===== src/rtl/lives_pkg.sv =====
// rtl/lives_pkg.sv - shared types, constants and 7-segment helper for the lives tracker
package lives_pkg;

    typedef enum logic [1:0] {
        IDLE      = 2'd0,
        PLAY      = 2'd1,
        INVULN    = 2'd2,
        GAME_OVER = 2'd3
    } lives_state_e;

    localparam logic [6:0] SEG_BLANK = 7'b1111111;

    // Active-low {g,f,e,d,c,b,a}; anything outside 0..9 shows blank.
    function automatic logic [6:0] seg7_digit(input int value);
        logic [6:0] seg;
        case (value)
            0:       seg = 7'b1000000;
            1:       seg = 7'b1111001;
            2:       seg = 7'b0100100;
            3:       seg = 7'b0110000;
            4:       seg = 7'b0011001;
            5:       seg = 7'b0010010;
            6:       seg = 7'b0000010;
            7:       seg = 7'b1111000;
            8:       seg = 7'b0000000;
            9:       seg = 7'b0010000;
            default: seg = SEG_BLANK;
        endcase
        return seg;
    endfunction

endpackage


===== src/rtl/seg7_decoder.sv =====
// rtl/seg7_decoder.sv - combinational 4-bit to active-low 7-segment decode
module seg7_decoder
    import lives_pkg::*;
(
    input  logic [3:0] digit,
    output logic [6:0] seg
);

    // Pure lookup, shared with the score display.
    always_comb begin
        seg = seg7_digit(int'(digit));
    end

endmodule


===== src/rtl/lives_tracker.sv =====
// rtl/lives_tracker.sv - life counter FSM with invulnerability window and blinking digit
module lives_tracker
    import lives_pkg::*;
#(
    parameter int MAX_LIVES     = 3,
    parameter int START_LIVES   = 3,
    parameter int INVULN_CYCLES = 50000000,
    parameter int BLINK_CYCLES  = 12500000,
    localparam int LW           = $clog2(MAX_LIVES + 1)
) (
    input  logic          clk,
    input  logic          reset,
    input  logic          start,
    input  logic          hit,
    input  logic          bonus,
    output logic [LW-1:0] lives,
    output logic [6:0]    display,
    output logic          invulnerable,
    output logic          game_over,
    output logic          life_lost
);

    localparam int IW = $clog2(INVULN_CYCLES);
    localparam int BW = $clog2(BLINK_CYCLES + 1);

    localparam logic [LW-1:0] START_L     = LW'(START_LIVES);
    localparam logic [LW-1:0] MAX_L       = LW'(MAX_LIVES);
    localparam logic [IW-1:0] INVULN_LAST = IW'(INVULN_CYCLES - 1);
    localparam logic [BW-1:0] BLINK_LAST  = BW'(BLINK_CYCLES - 1);

    lives_state_e  state_q, state_d;
    logic [LW-1:0] lives_q, lives_d;
    logic [IW-1:0] invuln_cnt_q, invuln_cnt_d;
    logic [BW-1:0] blink_cnt_q, blink_cnt_d;
    logic          blink_ph_q, blink_ph_d;
    logic [6:0]    display_q, display_d;
    logic          invulnerable_q, invulnerable_d;
    logic          game_over_q, game_over_d;
    logic          life_lost_q, life_lost_d;

    logic [LW-1:0] lives_inc;
    logic [6:0]    digit_seg;

    // Bonus never pushes the count past the ceiling.
    assign lives_inc = (lives_q >= MAX_L) ? lives_q : lives_q + LW'(1);

    seg7_decoder u_seg7 (
        .digit (4'(lives_d)),
        .seg   (digit_seg)
    );

    // Next-state, count, timers and the registered view of the next values.
    always_comb begin
        state_d      = state_q;
        lives_d      = lives_q;
        invuln_cnt_d = invuln_cnt_q;
        blink_cnt_d  = blink_cnt_q;
        blink_ph_d   = blink_ph_q;
        life_lost_d  = 1'b0;

        if (start) begin
            state_d      = PLAY;
            lives_d      = START_L;
            invuln_cnt_d = '0;
            blink_cnt_d  = '0;
            blink_ph_d   = 1'b0;
        end else begin
            case (state_q)
                IDLE: begin
                end
                PLAY: begin
                    if (hit && !bonus) begin
                        // lives_q is never 0 in PLAY, but guard the underflow anyway.
                        lives_d     = (lives_q == '0) ? '0 : lives_q - LW'(1);
                        life_lost_d = (lives_q != '0);
                        if (lives_d == '0) begin
                            state_d = GAME_OVER;
                        end else begin
                            state_d      = INVULN;
                            invuln_cnt_d = INVULN_LAST;
                            blink_cnt_d  = '0;
                            blink_ph_d   = 1'b0;
                        end
                    end else if (bonus && !hit) begin
                        lives_d = lives_inc;
                    end
                end
                INVULN: begin
                    if (bonus) begin
                        lives_d = lives_inc;
                    end
                    if (invuln_cnt_q == '0) begin
                        state_d     = PLAY;
                        blink_cnt_d = '0;
                        blink_ph_d  = 1'b0;
                    end else begin
                        invuln_cnt_d = invuln_cnt_q - IW'(1);
                        if (blink_cnt_q == BLINK_LAST) begin
                            blink_cnt_d = '0;
                            blink_ph_d  = ~blink_ph_q;
                        end else begin
                            blink_cnt_d = blink_cnt_q + BW'(1);
                        end
                    end
                end
                GAME_OVER: begin
                    lives_d = '0;
                end
                default: begin
                    state_d = IDLE;
                end
            endcase
        end

        invulnerable_d = (state_d == INVULN);
        game_over_d    = (state_d == GAME_OVER);
        display_d      = (invulnerable_d && blink_ph_d) ? SEG_BLANK : digit_seg;
    end

    // State and output registers with asynchronous return to the power-on values.
    always_ff @(posedge clk or posedge reset) begin
        if (reset) begin
            state_q        <= IDLE;
            lives_q        <= START_L;
            invuln_cnt_q   <= '0;
            blink_cnt_q    <= '0;
            blink_ph_q     <= 1'b0;
            display_q      <= seg7_digit(START_LIVES);
            invulnerable_q <= 1'b0;
            game_over_q    <= 1'b0;
            life_lost_q    <= 1'b0;
        end else begin
            state_q        <= state_d;
            lives_q        <= lives_d;
            invuln_cnt_q   <= invuln_cnt_d;
            blink_cnt_q    <= blink_cnt_d;
            blink_ph_q     <= blink_ph_d;
            display_q      <= display_d;
            invulnerable_q <= invulnerable_d;
            game_over_q    <= game_over_d;
            life_lost_q    <= life_lost_d;
        end
    end

    assign lives        = lives_q;
    assign display      = display_q;
    assign invulnerable = invulnerable_q;
    assign game_over    = game_over_q;
    assign life_lost    = life_lost_q;

endmodule


===== config.mk =====
export PLATFORM = sky130hd
export DESIGN_NAME = lives_tracker
export DESIGN_NICKNAME = d
export VERILOG_FILES = /design/src/rtl/lives_pkg.sv /design/src/rtl/seg7_decoder.sv /design/src/rtl/lives_tracker.sv
export SDC_FILE = /design/constraint.sdc
export NUM_CORES = 1
export LEC_CHECK = 0
export CAP_MARGIN = 20
export CELL_PAD_IN_SITES_DETAIL_PLACEMENT = 0
export CELL_PAD_IN_SITES_GLOBAL_PLACEMENT = 2
export CORE_AREA = 10 10 112 114
export DETAILED_ROUTE_END_ITERATION = 6
export DIE_AREA = 0 0 122 124
export GPL_ROUTABILITY_DRIVEN = 0
export MAX_ROUTING_LAYER = met4
export PLACE_DENSITY_LB_ADDON = 0.2
export SYNTH_ARGS = -nofsm -noshare
export SYNTH_HDL_FRONTEND = slang
export SYNTH_HIERARCHICAL = 1
export SYNTH_SLANG_ARGS = --single-unit

===== constraint.sdc =====
create_clock -name clk -period 3.2 [get_ports clk]
set_clock_uncertainty 0.1 [all_clocks]
set_input_delay 0.64 -clock clk [delete_from_list [all_inputs] [get_ports clk]]
set_output_delay 0.64 -clock clk [all_outputs]
set_load 0.005 [all_outputs]

==> impl_metrics.tcl <==
set metrics [dict create \
    run_status "finished clean" \
    tightest_slew_ns 0.785 \
    floorplan.die.height_um 124 \
    power_report.internal_total_uw 1830 \
    fp.coreArea_um2 10200 \
    post_synth_instance_area_um2 3980 \
    cts.repair_timing.setup_buffer_count 0 \
    multiInputGateArea_um2 2180 \
    synthCells 442 \
    drtPass1Iterations 6 \
    synthArstFlopShare_pct 100 \
    cts_tree "yes" \
    max_slew_margin_pct 47.0 \
    floorplan.initialDensity_pct 38.9 \
    power.ir.vdd_worst_uv 359 \
    avgRoutedWirePerCell_um 16.9 \
    area_growth_syn_to_layout_pct 14.8 \
    worst_setup_path_startpoint "invuln_cnt_q[0]$_DFFE_PP0P_" \
    synth-xor-area-share_pct 5.06 \
    yosys.area.top_type "sky130_fd_sc_hd__dfrtp_1" \
    grt_setup_unrepaired "no" \
    final-seq-area_um2 1630 \
    std_cell_rows 37 \
    post_cts.resized_instances 0 \
    cts_buffers 9 \
    fp.dieW_um 122 \
    synth_seq_cells 65 \
    seq_area_frac_synth_pct 41.0 \
    layout_worst_path_cycle_share_pct 89.8 \
    detailedRoute.firstIterationViolations 219 \
    n_antenna_cell 0 \
    synth_enable_flop_cells 0 \
    worstSkewPairLatency_ns 0.35 \
    globalRoute.totalOverflow 0 \
    cts.sink_count 65 \
    p_comb_share_pct 41.4 \
    final_slew_violations 0 \
    clockPowerShare_pct 21.2 \
    crit_path_end_kind "flip-flop" \
    p_sw_share_pct 39.4 \
    post_synth_main_area_contributors "sky130_fd_sc_hd__dfrtp_1, sky130_fd_sc_hd__nor2_1, sky130_fd_sc_hd__ha_1, sky130_fd_sc_hd__xor2_1, sky130_fd_sc_hd__dfstp_2" \
    total_track_usage_pct 14.8 \
    placement.setup.worst_slack_ns 0.237 \
    critical_path_arrival_ns 3.06 \
    synth_compound_gate_area_share_pct 19.3 \
    yosys.cell_types.count 67 \
    ctsHoldBuffers 0 \
    synth_top_flop_cell "sky130_fd_sc_hd__dfrtp_1" \
    vias_in_the_first_global_route 3311 \
    layout_setup_ws_ns 0.328 \
    clock.fmax_mhz 348 \
    pin_count 17 \
    cts.htree.levels 3 \
    synth-simple-area-share_pct 26.8 \
    power.static_leakage_uw 0.00187 \
    hold_viol 0 \
    cts.reportedPaths.clkPinSlew_ns 0.07 \
    worst_hold_slack_ns 0.423 \
    net-switching-power_uw 1190 \
    placedCellCount 599 \
    cts.path.max_buffers 2 \
    path_class "flip-flop to flip-flop" \
    fin_util_pct 44.6 \
    dp.final_hpwl_um 7320 \
    start_kind "flip-flop" \
    seq_power_share_pct 37.4 \
    clk_root_buffer_cell "sky130_fd_sc_hd__clkbuf_8" \
    antenna_violations_before_repair 0 \
    area_enclosed_by_the_die_boundary_um2 15100 \
    num_vias 3401 \
    numPortBuffers 16 \
    yosys_warnings 6 \
    post_synthesis_share_of_cell_area_spent_on_full_adders_half_adders_and_majority_gates_pct 3.15 \
    final_wirelength_um 10400 \
    timing.reg2reg.setup_slack_ns 0.33 \
    synth.area.mux_share_pct 0.252 \
    r2r-start "invuln_cnt_q[0]$_DFFE_PP0P_" \
    avgSynthCellArea_um2 9.00 \
    final_cell_mix "sky130_fd_sc_hd__dfrtp_1, sky130_fd_sc_hd__nor2_1, sky130_fd_sc_hd__nand2_1" \
    final_cell_count_no_fill 615 \
    drc 0 \
    netlist.area_leader.share_pct 38.4 \
    grt_pass1_wl_um 17400 \
    synth_top_family_by_area "simple AND/OR/NAND/NOR gates" \
    finalCriticalPeriod_ns 2.87 \
    tns_ns 0 \
    antenna_left 0 \
    worst_hold_startpoint "blink_cnt_q[0]$_DFFE_PP0P_" \
    grt_start_max_net_pins 39 \
    pwr_density_cell_nw_per_um2 662 \
    fillerInstances 1014 \
    required_ns 3.39 \
    layout-drive-gt1-share_pct 11.7 \
    setup_viol 0 \
    layout.cells.most_common "sky130_fd_sc_hd__dfrtp_1" \
    worst-path-max-fanout 9 \
    final_nets 489 \
    cap_viol_max_count 0 \
    worstHoldPathType "flip-flop to flip-flop" \
    drt-vias-per-instance 5.53 \
]
## metrics by stage
stage               power, µW  cell area (µm²)
finish                   3020             4570
global route             3260             4570
CTS                      3050             4570
detailed placement       2380             4390
global placement         2380             4390
floorplan                1970             3990
## logic make-up after synthesis
kind of cell,after synthesis
other,1
adders and majority gates,10
and+or+nand+nor,196
AOI/OAI and AO/OA,107
xor gates and xnor gates,23
DFF,65
muxes,1
buffers and inverters,39
## synth_stat cells (all sizes together), types with 3 or more instances
library cell	number
nand4b	4
inv	18
a2bb2oi	3
o21ai	20
dfrtp	61
nand4	15
nor4b	7
o21a	3
ha	10
or4	7
or3	5
nor3	14
nand2b	7
a41o	3
a31oi	7
a21o	3
o21bai	7
nor4	14
and3	8
nor2b	5
o41a	3
nor2	54
xnor2	10
xor2	13
a21oi	17
clkbuf	9
or2	7
o2bb2ai	3
nand2	28
o22a	7
nand3	8
dfstp	4
and2	6
buf	12
o31ai	9
## metal layers
metal / track usage (%) / up-vias / wire [µm]
met5: - / - / 0
met4: 3.43 / 0 / 68
li1: - / 1696 / -
met2: 21.6 / 62 / 4700
met1: 20.0 / 1637 / 5220
met3: 3.80 / 6 / 413
## final timing paths
| path | to | cells past startpoint |
|---|---|---|
| setup / recovery | invuln_cnt_q[22]$_DFFE_PP0P_ | 7 |
| hold / removal | blink_cnt_q[0]$_DFFE_PP0P_ | 1 |
| setup reg to reg | invuln_cnt_q[22]$_DFFE_PP0P_ | 7 |
| hold reg to reg | blink_cnt_q[0]$_DFFE_PP0P_ | 1 |
| max in group asynchronous | display[5]$_DFF_PP1_ | 3 |
| min in group asynchronous | invuln_cnt_q[8]$_DFFE_PP0P_ | 3 |
## worst max-delay path, stage by stage (launching register included)
cell and delay [ns]:
sky130_fd_sc_hd__dfrtp_1 0.40, sky130_fd_sc_hd__inv_1 0.09, sky130_fd_sc_hd__ha_1 0.21, sky130_fd_sc_hd__nor4b_1 0.50, sky130_fd_sc_hd__nand4_1 0.49, sky130_fd_sc_hd__o21ai_1 0.39, sky130_fd_sc_hd__and2_1 0.41, sky130_fd_sc_hd__a221o_1 0.22
## power groups by stage
stage               clock, µW  sequential (µW)  combinational (µW)
floorplan                   0             1090                 881
global placement            0             1140                1240
detailed placement          0             1140                1240
CTS                       667             1130                1250
global route              706             1160                1400
finish                    642             1130                1250
## layout make-up
type	instances	share of cell area [%]
Tap cell	136	3.73
Timing Repair Buffer	40	7.45
Sequential cell	65	35.7
Inverter	18	1.48
Clock buffer	13	3.48
Multi-Input combinational cell	340	47.8
Clock inverter	3	0.329
## flip-flops by register name, summed over array words and instances (netlist names)
| register | count |
|---|---|
| game_over | 1 |
| state_q | 2 |
| life_lost | 1 |
| lives | 2 |
| invulnerable | 1 |
| blink_cnt_q | 24 |
| invuln_cnt_q | 26 |
| display | 7 |
| blink_ph_q | 1 |
Power figures use the tool's default switching activity.
